--- config.mk ---
export PLATFORM = sky130hd
export DESIGN_NAME = serout
export DESIGN_NICKNAME = d
export VERILOG_FILES = /design/src/rtl/serout.sv
export SDC_FILE = /design/constraint.sdc
export NUM_CORES = 1
export LEC_CHECK = 0
export CAP_MARGIN = 0
export CORE_MARGIN = 1
export CORE_UTILIZATION = 43
export CTS_BUF_LIST = sky130_fd_sc_hd__clkbuf_8
export CTS_CLUSTER_DIAMETER = 120
export DETAILED_ROUTE_END_ITERATION = 8
export PLACE_DENSITY = 0.82
export SYNTH_ARGS = -nofsm -noshare
export SYNTH_HDL_FRONTEND = slang
export SYNTH_SLANG_ARGS = --single-unit
--- constraint.sdc ---
create_clock -name clk -period 2.6 [get_ports clk]
set_clock_uncertainty 0.15 [all_clocks]
set_input_delay 0.78 -clock clk [delete_from_list [all_inputs] [get_ports clk]]
set_output_delay 0.78 -clock clk [all_outputs]
set_load 0.05 [all_outputs]
--- src/rtl/serout.sv ---
`default_nettype none
// ============================================================================
// serout : PDP-6 IO-bus serial character output (DATAO/CONO/CONI, LSB-first async frame)
// Rev 1.0
// ============================================================================
module serout #(
  parameter logic [6:0] DEVCODE   = 7'b001_011_0,
  parameter int         BIT_TICKS = 16
) (
  input  logic        clk,
  input  logic        reset,
  input  logic        iobus_iob_poweron,
  input  logic        iobus_iob_reset,
  input  logic        iobus_datao_clear,
  input  logic        iobus_datao_set,
  input  logic        iobus_cono_clear,
  input  logic        iobus_cono_set,
  input  logic        iobus_iob_fm_datai,
  input  logic        iobus_iob_fm_status,
  input  logic        iobus_rdi_pulse,
  input  logic [3:9]  iobus_ios,
  input  logic [0:35] iobus_iob_in,
  output logic [1:7]  iobus_pi_req,
  output logic [0:35] iobus_iob_out,
  output logic        iobus_dr_split,
  output logic        iobus_rdi_data,
  output logic        txd
);

  // Stop phase is two bit times long, so the tick counter must reach 2*BIT_TICKS-1.
  localparam int TW = $clog2(2 * BIT_TICKS);
  localparam logic [TW-1:0] c_bit_end  = TW'(BIT_TICKS - 1);
  localparam logic [TW-1:0] c_stop_end = TW'(2 * BIT_TICKS - 1);

  typedef enum logic [1:0] {
    S_IDLE  = 2'd0,
    S_START = 2'd1,
    S_DATA  = 2'd2,
    S_STOP  = 2'd3
  } state_t;

  state_t        r_state;
  logic [7:0]    r_buf;
  logic          r_pend;
  logic [7:0]    r_shreg;
  logic [2:0]    r_pia;
  logic          r_done;
  logic          r_busy;
  logic [3:0]    r_bitcnt;
  logic [TW-1:0] r_tick;
  logic          r_txd;

  logic          w_sel;
  logic          w_bus_clr;
  logic [7:0]    w_buf_base;
  logic [2:0]    w_pia_base;
  logic [0:35]   w_iob_out;
  logic          w_unused;

  assign w_sel      = (iobus_ios == DEVCODE);
  assign w_bus_clr  = iobus_iob_reset | iobus_iob_poweron;
  assign w_buf_base = (w_sel && iobus_datao_clear) ? 8'd0 : r_buf;
  assign w_pia_base = (w_sel && iobus_cono_clear)  ? 3'd0 : r_pia;
  assign w_unused   = ^{iobus_iob_fm_datai, iobus_rdi_pulse, iobus_iob_in[0:27]};

  always_ff @(posedge clk or negedge reset) begin
    if (!reset) begin
      r_state  <= S_IDLE;
      r_buf    <= 8'd0;
      r_pend   <= 1'b0;
      r_shreg  <= 8'd0;
      r_pia    <= 3'd0;
      r_done   <= 1'b0;
      r_busy   <= 1'b0;
      r_bitcnt <= 4'd0;
      r_tick   <= '0;
      r_txd    <= 1'b1;
    end else if (w_bus_clr) begin
      r_state  <= S_IDLE;
      r_buf    <= 8'd0;
      r_pend   <= 1'b0;
      r_shreg  <= 8'd0;
      r_pia    <= 3'd0;
      r_done   <= 1'b0;
      r_busy   <= 1'b0;
      r_bitcnt <= 4'd0;
      r_tick   <= '0;
      r_txd    <= 1'b1;
    end else begin
      case (r_state)
        S_IDLE: begin
          if (r_pend) begin
            r_shreg <= r_buf;
            r_pend  <= 1'b0;
            r_busy  <= 1'b1;
            r_tick  <= '0;
            r_txd   <= 1'b0;
            r_state <= S_START;
          end
        end
        S_START: begin
          if (r_tick == c_bit_end) begin
            r_tick   <= '0;
            r_bitcnt <= 4'd0;
            r_txd    <= r_shreg[0];
            r_state  <= S_DATA;
          end else begin
            r_tick <= r_tick + TW'(1);
          end
        end
        S_DATA: begin
          if (r_tick == c_bit_end) begin
            r_tick   <= '0;
            r_shreg  <= {1'b0, r_shreg[7:1]};
            r_bitcnt <= r_bitcnt + 4'd1;
            if (r_bitcnt == 4'd7) begin
              r_txd   <= 1'b1;
              r_state <= S_STOP;
            end else begin
              r_txd <= r_shreg[1];
            end
          end else begin
            r_tick <= r_tick + TW'(1);
          end
        end
        S_STOP: begin
          if (r_tick == c_stop_end) begin
            r_tick <= '0;
            if (r_pend) begin
              // Chain straight into the next start bit with no idle gap.
              r_shreg <= r_buf;
              r_pend  <= 1'b0;
              r_txd   <= 1'b0;
              r_state <= S_START;
            end else begin
              r_busy  <= 1'b0;
              r_done  <= 1'b1;
              r_state <= S_IDLE;
            end
          end else begin
            r_tick <= r_tick + TW'(1);
          end
        end
        default: r_state <= S_IDLE;
      endcase

      // Bus writes come after the FSM so a DATAO coinciding with frame end keeps done low.
      if (w_sel && iobus_datao_set) begin
        r_buf  <= w_buf_base | iobus_iob_in[28:35];
        r_pend <= 1'b1;
        r_done <= 1'b0;
      end else if (w_sel && iobus_datao_clear) begin
        r_buf <= 8'd0;
      end

      if (w_sel && iobus_cono_set) begin
        r_pia <= w_pia_base | iobus_iob_in[33:35];
      end else if (w_sel && iobus_cono_clear) begin
        r_pia <= 3'd0;
      end

      if (w_sel && iobus_cono_set) begin
        if (iobus_iob_in[32]) r_done <= 1'b0;
        if (iobus_iob_in[31]) r_done <= 1'b1;
      end
    end
  end

  always_comb begin
    w_iob_out = '0;
    if (w_sel && iobus_iob_fm_status) begin
      w_iob_out[31]    = r_busy;
      w_iob_out[32]    = r_done;
      w_iob_out[33:35] = r_pia;
    end
  end

  for (genvar k = 1; k <= 7; k++) begin : g_pi
    assign iobus_pi_req[k] = r_done && (r_pia == 3'(k));
  end

  assign iobus_iob_out  = w_iob_out;
  assign iobus_dr_split = 1'b0;
  assign iobus_rdi_data = 1'b0;
  assign txd            = r_txd;

endmodule
`default_nettype wire
### Word-level counts from Yosys, hierarchy flattened

Cells that the tools add are included.
Widths: inputs -> output; s select.

* $add $sub $neg: 2
* multiply operators: 0
* div/mod/pow operators: 0
* order comparisons: 0
* equality and inequality tests: 21
* shift operators: 0
* multiplexer cells: 53
* bitwise operators: 3
* reductions and logical operators: 24

Operators with widths (number)
* $mux 8: 7
* $mux 5: 5
* $pmux 8 s3: 1
* $mux 1: 22
* $ne 3x3->1 const B: 6
* $pmux 5 s3: 1
* $eq 3x3->1 const B: 4
* $logic_and 1x1->1: 12
* $mux 2: 6
* $mux 4: 3
* $mux 3: 3
* $reduce_and 3->1: 3
* $or 8x8->8: 1
* $pmux 2 s4: 1
* $pmux 4 s2: 1
* $reduce_bool 4->1: 2
* $eq 7x5->1 const B: 1
* $eq 3x2->1 const B: 2
* $reduce_bool 3->1: 2
* $add 5x1->5 const B: 1
* $eq 5x4->1 const B: 1
* $eq 5x5->1 const B: 1
* $reduce_and 5->1: 1
* $add 4x1->4 const B: 1
* 13 further kinds: 15

* register bits after elaboration: 34
* bits in latches: 0
* RAM bits: 0
* memory bits (read-only): 0
* bits of input ports: 54
* logic and storage cells: 113
* memories: 0

### Depth between registers and ports, before layout

* depth after elaboration: 8
* depth in mapped cells: 8

### Least setup slack after synthesis

No wires, ideal clock.

* path kind: input -> output
* from: input iobus_ios[9] (netlist name)
* to: output iobus_iob_out[31] (netlist name)
* data arrival time: 1.812 ns
* path slack: -0.142 ns
* stages: 4
* path through: and4bb_1 > and2_1 > buf_2 > and3_1

* cells in the longest elaborated chain, start to end: 3

RTL lines
* start, declared: line 21 `input logic [3:9] iobus_ios,`
* $eq 7x5->1: line 60 `assign w_sel = (iobus_ios == DEVCODE);`
* $logic_and 1x1->1: line 171 `if (w_sel && iobus_iob_fm_status) begin`
* $mux 5: line 171
* end, declared: line 24 `output logic [0:35] iobus_iob_out,`

Every way passes these cells.

### Worst setup path in the final report

* from: input iobus_ios[3] (netlist name)
* to: output iobus_iob_out[33] (netlist name)

Same word-level chain as after synthesis.

==> impl_metrics.json <==
{
  "status": "finished, final reports clean",
  "fmax_ghz": 0.3859,
  "placement.io_buffers": 36,
  "synth_top_family_by_area": "simple AND/OR/NAND/NOR gates",
  "cp-startpoint": "iobus_ios[3]",
  "ys.flop_type": "dfrtp_1",
  "internal-power_mw": 0.8341,
  "initial_core_util_pct": 46.08,
  "dp_hpwl_um": 3274,
  "setup.worst_path.end": "iobus_iob_out[33]",
  "cts_root_buf": "clkbuf_8",
  "clock-sinks": 34,
  "synth_compound_area_share_pct": 14.80,
  "synthArstFlopShare_pct": 100.0,
  "fin_hold_ws_ns": 0.3709,
  "avgSynthCellArea_um2": 9.568,
  "p_total_mw": 1.165,
  "clock_latency_ns": 0.29,
  "syn_area_um2": 2248,
  "power_frac_clock_pct": 39.4,
  "hold_viol_final": 0,
  "placed_cell_area_um2": 2601,
  "synth-simple-area-share_pct": 17.31,
  "htreeDepth": 2,
  "synthAdderAreaFrac_pct": 5.565,
  "crit_type": "in -> out",
  "ios": 100,
  "synth.distinct_cells": 45,
  "seq_power_share_pct": 45.4,
  "grt_setup_unrepaired": "true",
  "post_drt_wl_per_cell_um": 12.67,
  "clkTransAtPathRegs_ns": 0.07,
  "layout_common_cells": "35 x nor2_1, 33 x conb_1, 33 x dfrtp_1, 17 x buf_4, 15 x clkdlybuf4s50_1",
  "ir_drop_mv": 0.3508,
  "syn2layout_area_growth_pct": 20.81,
  "grt_pass1_vias": 1615,
  "holdCritPathClass": "reg -> reg",
  "worstPathArrival_ns": 1.66,
  "worstRegToRegCells": 6,
  "worstSetupStartpointType": "input port",
  "grt_max_degree": 35,
  "p_sw_mw": 0.3314,
  "endpoint_kind": "primary output",
  "drt_iter0_markers": 89,
  "fin_ws_ns": 0.008407,
  "grt_antenna_before_repair": 0,
  "core-area_um2": 4880,
  "row_count": 25,
  "power_density_nw_per_um2": 429.1,
  "finalWirelength_um": 4359,
  "die-height_um": 74.31,
  "worstReg2RegEnd": "r_shreg[5]",
  "n_antenna_cell": 0,
  "power_leakage_nw": 1.230,
  "slew_violations": 0,
  "synth_cells": 235,
  "stdcell_area_um2": 2716,
  "nets": 340,
  "rrSetupSlack_ns": 0.29,
  "vias_per_cell": 4.980,
  "grt_pass1_wl_um": 7438,
  "dieArea_um2": 5522,
  "drc": 0,
  "place_worst_setup_slack_ns": -0.4008,
  "num_vias": 1713,
  "layout_commonest_cell": "nor2_1",
  "drive_gt1_share_pct": 20.94,
  "place_congestion": 0.7623,
  "clock_path_buffers": 2,
  "yosysWarnings": 0,
  "finalCritPeriodShare_pct": 99.68,
  "switching_share_pct": 28.44,
  "grtUsageTotal_pct": 17.86,
  "pwr-share-comb_pct": 15.1,
  "ys_ff_latch": 34,
  "cts_tree": "done",
  "synth_xor_area_share_pct": 0,
  "ys_seq_area_share_pct": 37.90,
  "setup_viol": 0,
  "cp_max_fo": 6,
  "crit_required_ns": 1.67,
  "regToRegStartpoint": "r_tick[0]",
  "grt.overflow.total": 0,
  "firstDrtPassIters": 4,
  "die_w_um": 74.31,
  "numCtsBuffers": 5,
  "drv_cap": 0,
  "fin_crit_ns": 2.592,
  "synth_edf_count": 0,
  "muxShareOfSynthArea_pct": 9.405,
  "ant_nets": 0
}
[per-stage QoR]
stage               std cells  setup TNS [ns]  utilization [%]
CTS                       344        -0.01155            55.72
detailed placement        335          -1.974            53.31
floorplan                 267         -0.1089                -
finish                    344               0            55.67
global placement          335          -1.806            53.31
global route              344         -0.1590            55.67
[registers in the layout, indices dropped and copies added, names as in the netlist, 2 cells and up]
signal / count
r_pia: 3
r_buf: 8
r_state: 2
r_tick: 5
r_shreg: 8
r_bitcnt: 4
[power groups by stage]
stage	Clock [mW]	Combinational [mW]	Sequential (mW)
6_report	0.460	0.177	0.529
5_1_grt	0.495	0.188	0.529
4_1_cts	0.473	0.176	0.529
3_5_place_dp	0	0.179	0.539
3_3_place_gp	0	0.178	0.539
2_1_floorplan	0	0.164	0.539
[synth_stat cells (all sizes together), types with 2 or more instances]
cell type	instances	area, um2
a211o	2	26.28
a21o	4	30.03
a21oi	9	45.04
a22oi	10	75.07
a32oi	4	35.03
and3	7	43.79
buf	42	304.0
dfrtp	33	825.8
ha	10	125.1
inv	7	26.28
mux2	9	131.4
mux2i	8	80.08
nand2	9	33.78
nand2b	8	50.05
nand3	6	30.03
nor2	35	131.4
nor3	3	20.02
nor3b	3	32.53
o21a	3	22.52
o21ai	5	25.02
o22a	2	17.52
[routing by layer]
| metal | routed length (um) | vias to the layer above | global-route usage, % |
|---|---|---|---|
| met2 | 2213 | 46 | 31.41 |
| met1 | 1905 | 825 | 21.65 |
| li1 | - | 836 | - |
| met4 | 63 | 0 | 5.660 |
| met5 | 0 | - | 0 |
| met3 | 177 | 6 | 4.201 |
[final cells by class]
type                       instances  area [um2]
fill                             450        2163
multi-input combinational        183        1216
sequential                        34       852.1
timing repair buffer              45       427.9
clock buffer                       8       110.1
tap                               67       83.83
inverter                           7       26.28
[what timing repair did]
action | in CTS | in global routing
endpoints found under the setup margin | 5 | 5
gates resized for setup | 26 | 4
pin swaps | 3 | 2
hold buffers | 0 | 0
setup buffers | 1 | 0
[worst min-delay path by stage]
| stage | endpoint | startpoint | cells past startpoint | slack, ns |
|---|---|---|---|---|
| 2_1_floorplan | r_bitcnt[0] | reset | 0 | 0.33 |
| 3_3_place_gp | r_shreg[7] | r_shreg[7] | 1 | 0.34 |
| 3_5_place_dp | r_shreg[6] | r_shreg[6] | 1 | 0.35 |
| 4_1_cts | r_shreg[2] | r_shreg[2] | 1 | 0.37 |
| 5_1_grt | r_shreg[2] | r_shreg[2] | 1 | 0.39 |
| 6_report | r_shreg[3] | r_shreg[3] | 1 | 0.37 |
[cell families after synthesis]
| kind of cell | Yosys count |
|---|---|
| fa+ha+maj | 10 |
| flops | 34 |
| mux | 17 |
| simple gates | 77 |
| other cells | 1 |
| compound gates | 46 |
| buf+inv | 50 |
[worst max-delay path: stages]
cell and delay (ns):
buf_6 0.09, and4bb_1 0.27, and2_4 0.18, and3_4 0.20
buf_12 0.13
(Power assumes the default switching activity.)
